==> config.mk <==
export PLATFORM = sky130hd
export DESIGN_NAME = uart_rx_core
export DESIGN_NICKNAME = d
export VERILOG_FILES = /design/src/rtl/uart_rx_core.sv
export SDC_FILE = /design/constraint.sdc
export NUM_CORES = 1
export LEC_CHECK = 0
export ABC_AREA = 1
export BUFFER_PORTS_ARGS = -buffer_cell sky130_fd_sc_hd__buf_2
export CORE_UTILIZATION = 25
export DETAILED_ROUTE_END_ITERATION = 10
export GPL_TIMING_DRIVEN = 0
export PLACE_DENSITY = 0.41
export SKIP_LAST_GASP = 1
export SYNTH_ARGS = -nofsm -noshare
export SYNTH_HDL_FRONTEND = slang
export SYNTH_SLANG_ARGS = --single-unit
export TNS_END_PERCENT = 20
==> constraint.sdc <==
create_clock -name clk -period 2.81 [get_ports clk]
set_input_delay 0.281 -clock clk [delete_from_list [all_inputs] [get_ports clk]]
set_output_delay 0.281 -clock clk [all_outputs]
set_load 0.02 [all_outputs]
==> src/rtl/uart_rx_core.sv <==
// -----------------------------------------------------------------------------
// uart_rx_core
//   Oversampling UART receiver. The rx line is synchronised, then a five-state
//   FSM (IDLE, START, DATA, PARITY, STOP) finds the start edge, checks its
//   centre, and takes every later bit by a 2-of-3 majority vote around the
//   bit centre. A good frame is presented on out/valid until it is consumed.
//
//   Optional feature macro: UART_RX_PARITY_EN
//     defined   -> PARITY state and parity_odd input exist, parity_err live
//     undefined -> no parity bit in the frame, parity_err tied to 0
//
// Parameters
//   DATA_WIDTH  data bits per frame (5..9)
//   OVERSAMPLE  clk ticks per bit (even, >= 8)
//   STOP_BITS   stop bits checked (1 or 2)
//
// Ports
//   clk          oversample clock (OVERSAMPLE x baud)
//   rst_n        asynchronous active-low reset
//   en           receiver runs only while high; low aborts a frame
//   in           serial rx line, idle high
//   parity_odd   0 = even, 1 = odd parity (only with UART_RX_PARITY_EN)
//   out          received word, LSB first on the line
//   valid        out holds an unconsumed word
//   ready        consumer takes out when valid && ready
//   busy         high from start detection until back in IDLE
//   frame_err    one-cycle pulse: a stop bit was sampled low
//   parity_err   one-cycle pulse: parity bit mismatch
//   overrun_err  one-cycle pulse: good frame arrived while out was still full
//
// Handshake: out/valid follow valid/ready semantics. Once valid is high, out
// and valid hold until the edge where valid && ready are both high. A word
// completing on that same edge replaces the consumed one and valid stays high.
// -----------------------------------------------------------------------------
module uart_rx_core #(
   parameter int DATA_WIDTH = 8,
   parameter int OVERSAMPLE = 16,
   parameter int STOP_BITS  = 1
) (
   input  logic                  clk,
   input  logic                  rst_n,
   input  logic                  en,
   input  logic                  in,
`ifdef UART_RX_PARITY_EN
   input  logic                  parity_odd,
`endif
   output logic [DATA_WIDTH-1:0] out,
   output logic                  valid,
   input  logic                  ready,
   output logic                  busy,
   output logic                  frame_err,
   output logic                  parity_err,
   output logic                  overrun_err
);

   localparam int CW = $clog2(OVERSAMPLE);
   localparam int BW = $clog2(DATA_WIDTH + 1);

   // The counter restarts at the start edge, so cnt == MID is the start-bit
   // centre. Every later bit centre lands on the same count one bit period on;
   // the vote uses MID-1, MID and MID+1 and is decided at MID+1 (SMP).
   localparam logic [CW-1:0] MID  = CW'(OVERSAMPLE / 2 - 1);
   localparam logic [CW-1:0] SMP  = CW'(OVERSAMPLE / 2);
   localparam logic [CW-1:0] LAST = CW'(OVERSAMPLE - 1);

   typedef enum logic [2:0] {
      IDLE,
      START,
      DATA,
`ifdef UART_RX_PARITY_EN
      PARITY,
`endif
      STOP
   } state_t;

   state_t                state, state_n;
   logic [CW-1:0]         cnt, cnt_n;
   logic [BW-1:0]         bit_idx, bit_n;
   logic [DATA_WIDTH-1:0] shreg, shreg_n;
   logic [1:0]            sync_q;
   logic [1:0]            hist;
   logic                  rx_s;
   logic                  maj;
   logic                  good_frame;
   logic                  ferr_n;

   assign rx_s = sync_q[1];
   // hist[0] is rx_s one tick ago, hist[1] two ticks ago.
   assign maj  = (hist[1] & hist[0]) | (hist[1] & rx_s) | (hist[0] & rx_s);
   assign busy = (state != IDLE);

`ifdef UART_RX_PARITY_EN
   logic par_bad, par_bad_n;
   logic perr_n;
`endif

   // Synchroniser and vote history; both idle at 1 like the line.
   always_ff @(posedge clk or negedge rst_n) begin
      if (!rst_n) begin
         sync_q <= 2'b11;
         hist   <= 2'b11;
      end else begin
         sync_q <= {sync_q[0], in};
         hist   <= {hist[0], rx_s};
      end
   end

   // FSM state register
   always_ff @(posedge clk or negedge rst_n) begin
      if (!rst_n) begin
         state   <= IDLE;
         cnt     <= '0;
         bit_idx <= '0;
         shreg   <= '0;
`ifdef UART_RX_PARITY_EN
         par_bad <= 1'b0;
`endif
      end else begin
         state   <= state_n;
         cnt     <= cnt_n;
         bit_idx <= bit_n;
         shreg   <= shreg_n;
`ifdef UART_RX_PARITY_EN
         par_bad <= par_bad_n;
`endif
      end
   end

   // FSM next state
   always_comb begin
      state_n    = state;
      cnt_n      = (cnt == LAST) ? '0 : cnt + 1'b1;
      bit_n      = bit_idx;
      shreg_n    = shreg;
      good_frame = 1'b0;
      ferr_n     = 1'b0;
`ifdef UART_RX_PARITY_EN
      par_bad_n  = par_bad;
      perr_n     = 1'b0;
`endif
      case (state)
         IDLE: begin
            cnt_n = '0;
            if (!rx_s) state_n = START;
         end
         START: begin
            if (cnt == MID) begin
               if (!rx_s) begin
                  state_n = DATA;
                  bit_n   = '0;
`ifdef UART_RX_PARITY_EN
                  par_bad_n = 1'b0;
`endif
               end else begin
                  state_n = IDLE;   // glitch: line back high at start centre
               end
            end
         end
         DATA: begin
            // The first vote after entering DATA falls on the start bit
            // itself (its MID+1 tick); bit_idx 0 swallows it, idx 1..N shift.
            if (cnt == SMP) begin
               if (bit_idx != '0) shreg_n = {maj, shreg[DATA_WIDTH-1:1]};
               if (bit_idx == BW'(DATA_WIDTH)) begin
                  bit_n = '0;
`ifdef UART_RX_PARITY_EN
                  state_n = PARITY;
`else
                  state_n = STOP;
`endif
               end else begin
                  bit_n = bit_idx + 1'b1;
               end
            end
         end
`ifdef UART_RX_PARITY_EN
         PARITY: begin
            if (cnt == SMP) begin
               if (maj != (^shreg ^ parity_odd)) begin
                  perr_n    = 1'b1;
                  par_bad_n = 1'b1;
               end
               state_n = STOP;
            end
         end
`endif
         STOP: begin
            // Leaving at the vote (mid-stop) lets a following start edge in.
            if (cnt == SMP) begin
               if (!maj) begin
                  ferr_n  = 1'b1;
                  state_n = IDLE;
               end else if (bit_idx == BW'(STOP_BITS - 1)) begin
                  state_n = IDLE;
`ifdef UART_RX_PARITY_EN
                  good_frame = !par_bad;
`else
                  good_frame = 1'b1;
`endif
               end else begin
                  bit_n = bit_idx + 1'b1;
               end
            end
         end
         default: state_n = IDLE;
      endcase

      // Disable aborts silently; out/valid are untouched by this path.
      if (!en) begin
         state_n    = IDLE;
         good_frame = 1'b0;
         ferr_n     = 1'b0;
`ifdef UART_RX_PARITY_EN
         perr_n     = 1'b0;
`endif
      end
   end

   // Output register, error pulses and consumer handshake
   always_ff @(posedge clk or negedge rst_n) begin
      if (!rst_n) begin
         out         <= '0;
         valid       <= 1'b0;
         frame_err   <= 1'b0;
         overrun_err <= 1'b0;
      end else begin
         frame_err   <= ferr_n;
         overrun_err <= 1'b0;
         if (good_frame) begin
            if (valid && !ready) begin
               overrun_err <= 1'b1;   // keep the older word, drop the new one
            end else begin
               out   <= shreg;
               valid <= 1'b1;
            end
         end else if (valid && ready) begin
            valid <= 1'b0;
         end
      end
   end

`ifdef UART_RX_PARITY_EN
   always_ff @(posedge clk or negedge rst_n) begin
      if (!rst_n) parity_err <= 1'b0;
      else        parity_err <= perr_n;
   end
`else
   assign parity_err = 1'b0;
`endif

endmodule

==> results.cfg <==
[clock_network]
cts_setup_buffers = 0
post_cts_resized = 0
tritoncts.num_buffers = 5
clk_pin_slew_worst_paths_ns = 0.07
tritoncts_clock_tree = yes
clock_insertion_delay_worst_skew_ns = 0.29
numClockSinks = 33
cts_root_buffer = clkbuf_8
ctsHtreeMaxLevel = 2
post_cts_hold_buffer_count = 0
clk_path_buf_depth = 2

[placement]
io_buffers = 16
post-place-cells = 269
gpl.final_weighted_congestion = 0.809
placement.setup.worst_slack_ns = 1.17
place.detailed.hpwl_mm = 2.07

[sta]
period_minus_slack_ns = 1.63
hold_viol_final = 0
slew_violations = 0
tightestPinTransition_ns = 0.737
setup_tns_ns = 0
skew_ns = 0.00643
fin_crit_sh_pct = 58.1
grt_setup_unrepaired = no
setup_viol = 0
setup_ws_ns = 1.18
max_freq_ghz = 0.612
slew_headroom_pct = 50.9

[yosys]
library_cell_occupying_the_most_area_in_the_post_synthesis_netlist = dfrtp_1
yosys_warnings = 0
synth_seq_cells = 33
share_of_the_synthesized_area_in_the_top_cell_type_pct = 46.1
postSynthNetCount = 187
synth.avg_cell_area_um2 = 8.84
yosys-top-cells-area = dfrtp_1 (46%), nand2_1 (11%), dfstp_2 (6.7%), inv_1 (6.0%), o21ai_2 (5.6%)
mappedNetlistArea_um2 = 1570
netlist_instances = 178
synth_cell_types = 22
synth-seq-area-share_pct = 52.8

[global_route]
number_of_antenna_violations_at_the_first_check_in_global_routing = 0
grt_first_pass_wirelength_mm = 5.11
grt_max_degree = 34
track_usage_pct = 10.7
vias_in_the_first_global_route = 1064
globalRoute.totalOverflow = 0

[worst_setup_path]
cp.arrival_ns = 1.82
worstSetupStartpointType = flop
worst-path-max-fanout = 10
critical_path_rt_ns = 3.00
setup.worst_path.end_class = flop
path_class = flop to flop

[die]
die_h_um = 81.3
initial_core_util_pct = 26.3
core_um2 = 5990
design.portCount = 18
dieArea_um2 = 6610
placement_rows = 28
dieWidth_um = 81.3

[layout]
p_r_area_growth_vs_syn_pct = 16.5
fillCellCount = 644
layout-drive-gt1-share_pct = 23.3
finalNonFillerCells = 277
layout.nets = 210
insertedDiodeCount = 0
final_core_util_pct = 30.6

[power_and_ir_drop]
comb_power_share_pct = 23.8
static-leakage-power_nw = 0.870
seq_power_share_pct = 46.9
p_sw_share_pct = 35.3
highest_ir_drop_seen_on_vdd_mv = 0.168
power_w = 0.00120
power.net_switching_w = 0.000426
p_clk_share_pct = 29.3
internal_power_w = 0.000779
power_density_nw_per_um2 = 657

[detailed_routing]
vias_post_dr = 1147
drt_iter0_markers = 100
ant_nets = 0
drt_pass1_iterations = 4
route.detailed.vias_per_inst = 4.14
routed_wirelength_mm = 2.95
drc = 0
wl_per_cell_um = 10.7

[status]
status = finished, final reports clean

[flow_run]
number_of_max_cap_violations = 0

[worst_hold_path]
worst_hold_path_type = primary input to asynchronous set/reset pin
==> power by group through the flow <==
stage | logic, W | registers [W] | clock network, W
after floorplan | 0.000222 | 0.000559 | 0
after global placement | 0.000294 | 0.000573 | 0
after detailed placement | 0.000294 | 0.000573 | 0
after CTS | 0.000296 | 0.000564 | 0.000372
after global routing | 0.000335 | 0.000571 | 0.000390
final | 0.000287 | 0.000564 | 0.000353
==> cell families after synthesis <==
| family | share of synthesized area, % |
|---|---|
| simple gates | 23.9 |
| flops | 52.8 |
| xor+xnor | 1.11 |
| compound gates | 10.8 |
| other cells | 0.238 |
| fa+ha+maj | 3.18 |
| buf+inv | 7.88 |
==> placed cells by master, fill, tap and decap left out <==
master / instances
clkinv_2: 2
o21ai_2: 10
dfstp_2: 4
nand2_1: 46
a21oi_1: 2
nor2_4: 1
o21ai_0: 5
buf_2: 16
clkinvlp_4: 1
nand4_4: 1
inv_1: 25
o21ai_1: 8
clkbuf_8: 5
buf_4: 1
nand3_2: 2
nand2_2: 1
ha_1: 4
nor4_1: 1
buf_6: 2
dfrtp_1: 29
nor2_2: 1
xor2_1: 2
o21a_1: 1
nor2_1: 18
nand3_1: 13
conb_1: 1
==> cell type report <==
class                   instances  area [um2]  share of cell area (%)
multi-input cells             117         618                    33.7
clock buffers                   5        68.8                    3.75
repair buffers                 16        80.1                    4.37
flip-flops and latches         33         831                    45.3
well taps                      75        93.8                    5.12
inverters                      25        93.8                    5.12
clock inverters                 3        17.5                   0.956
plain buffers                   3        30.0                    1.64
==> state kept, by name, summed over array words and instances, names as in the netlist <==
| signal | flops |
|---|---|
| hist | 2 |
| shreg | 8 |
| state | 2 |
| out | 8 |
| bit_idx | 4 |
| overrun_err | 1 |
| cnt | 4 |
| valid | 1 |
| sync_q | 2 |
| frame_err | 1 |
==> critical path, stage by stage, from the launching register on <==
cell,delay [ns]
dfrtp_1,0.41
inv_1,0.09
ha_1,0.17
nand3_1,0.19
nor2_4,0.18
nand4_4,0.17
buf_6,0.20
nand2_1,0.07
o21ai_2,0.05
==> per-stage QoR <==
| step | cell area, um2 | hold slack [ns] |
|---|---|---|
| floorplan | 1570 | -0.0146 |
| global placement | 1750 | 0.346 |
| detailed placement | 1750 | 0.347 |
| CTS | 1830 | 0.0732 |
| global route | 1830 | 0.0742 |
| finish | 1830 | 0.0531 |
==> synth_stat cells <==
library cell  number
nor2_4             1
nor4_1             1
o21a_1             1
ha_1               4
dfstp_2            4
o21ai_2           10
nand3_1           13
xor2_1             2
inv_1             25
nand2_1           46
nor2_2             1
nand2_2            1
a21oi_1            2
o21ai_1            8
nor2_1            18
dfrtp_1           29
nand4_4            1
o21ai_0            5
nand3_2            2
conb_1             1
buf_6              2
buf_4              1
==> worst paths after layout <==
| check | endpoint | depth (start not counted) | startpoint | slack, ns |
|---|---|---|---|---|
| max in group asynchronous | bit_idx[3]$_DFFE_PN0P_ | 1 | rst_n | 2.29 |
| setup / recovery | out[7]$_DFFE_PN0P_ | 8 | bit_idx[0]$_DFFE_PN0P_ | 1.18 |
| min in group clk | sync_q[0]$_DFF_PN1_ | 1 | in | 0.08 |
| hold reg to reg | sync_q[1]$_DFF_PN1_ | 0 | sync_q[0]$_DFF_PN1_ | 0.36 |
| hold / removal | out[7]$_DFFE_PN0P_ | 1 | rst_n | 0.05 |
| setup reg to reg | out[7]$_DFFE_PN0P_ | 8 | bit_idx[0]$_DFFE_PN0P_ | 1.18 |
==> per-layer routing <==
| metal | global-route usage (%) | share of wire [%] |
|---|---|---|
| met5 | 0 | 0 |
| met3 | 3.03 | 4.1 |
| met4 | 6.43 | 2.5 |
| met1 | 13.8 | 50 |
| met2 | 15.7 | 43 |
Note: power is estimated with default switching activity, not from simulation.
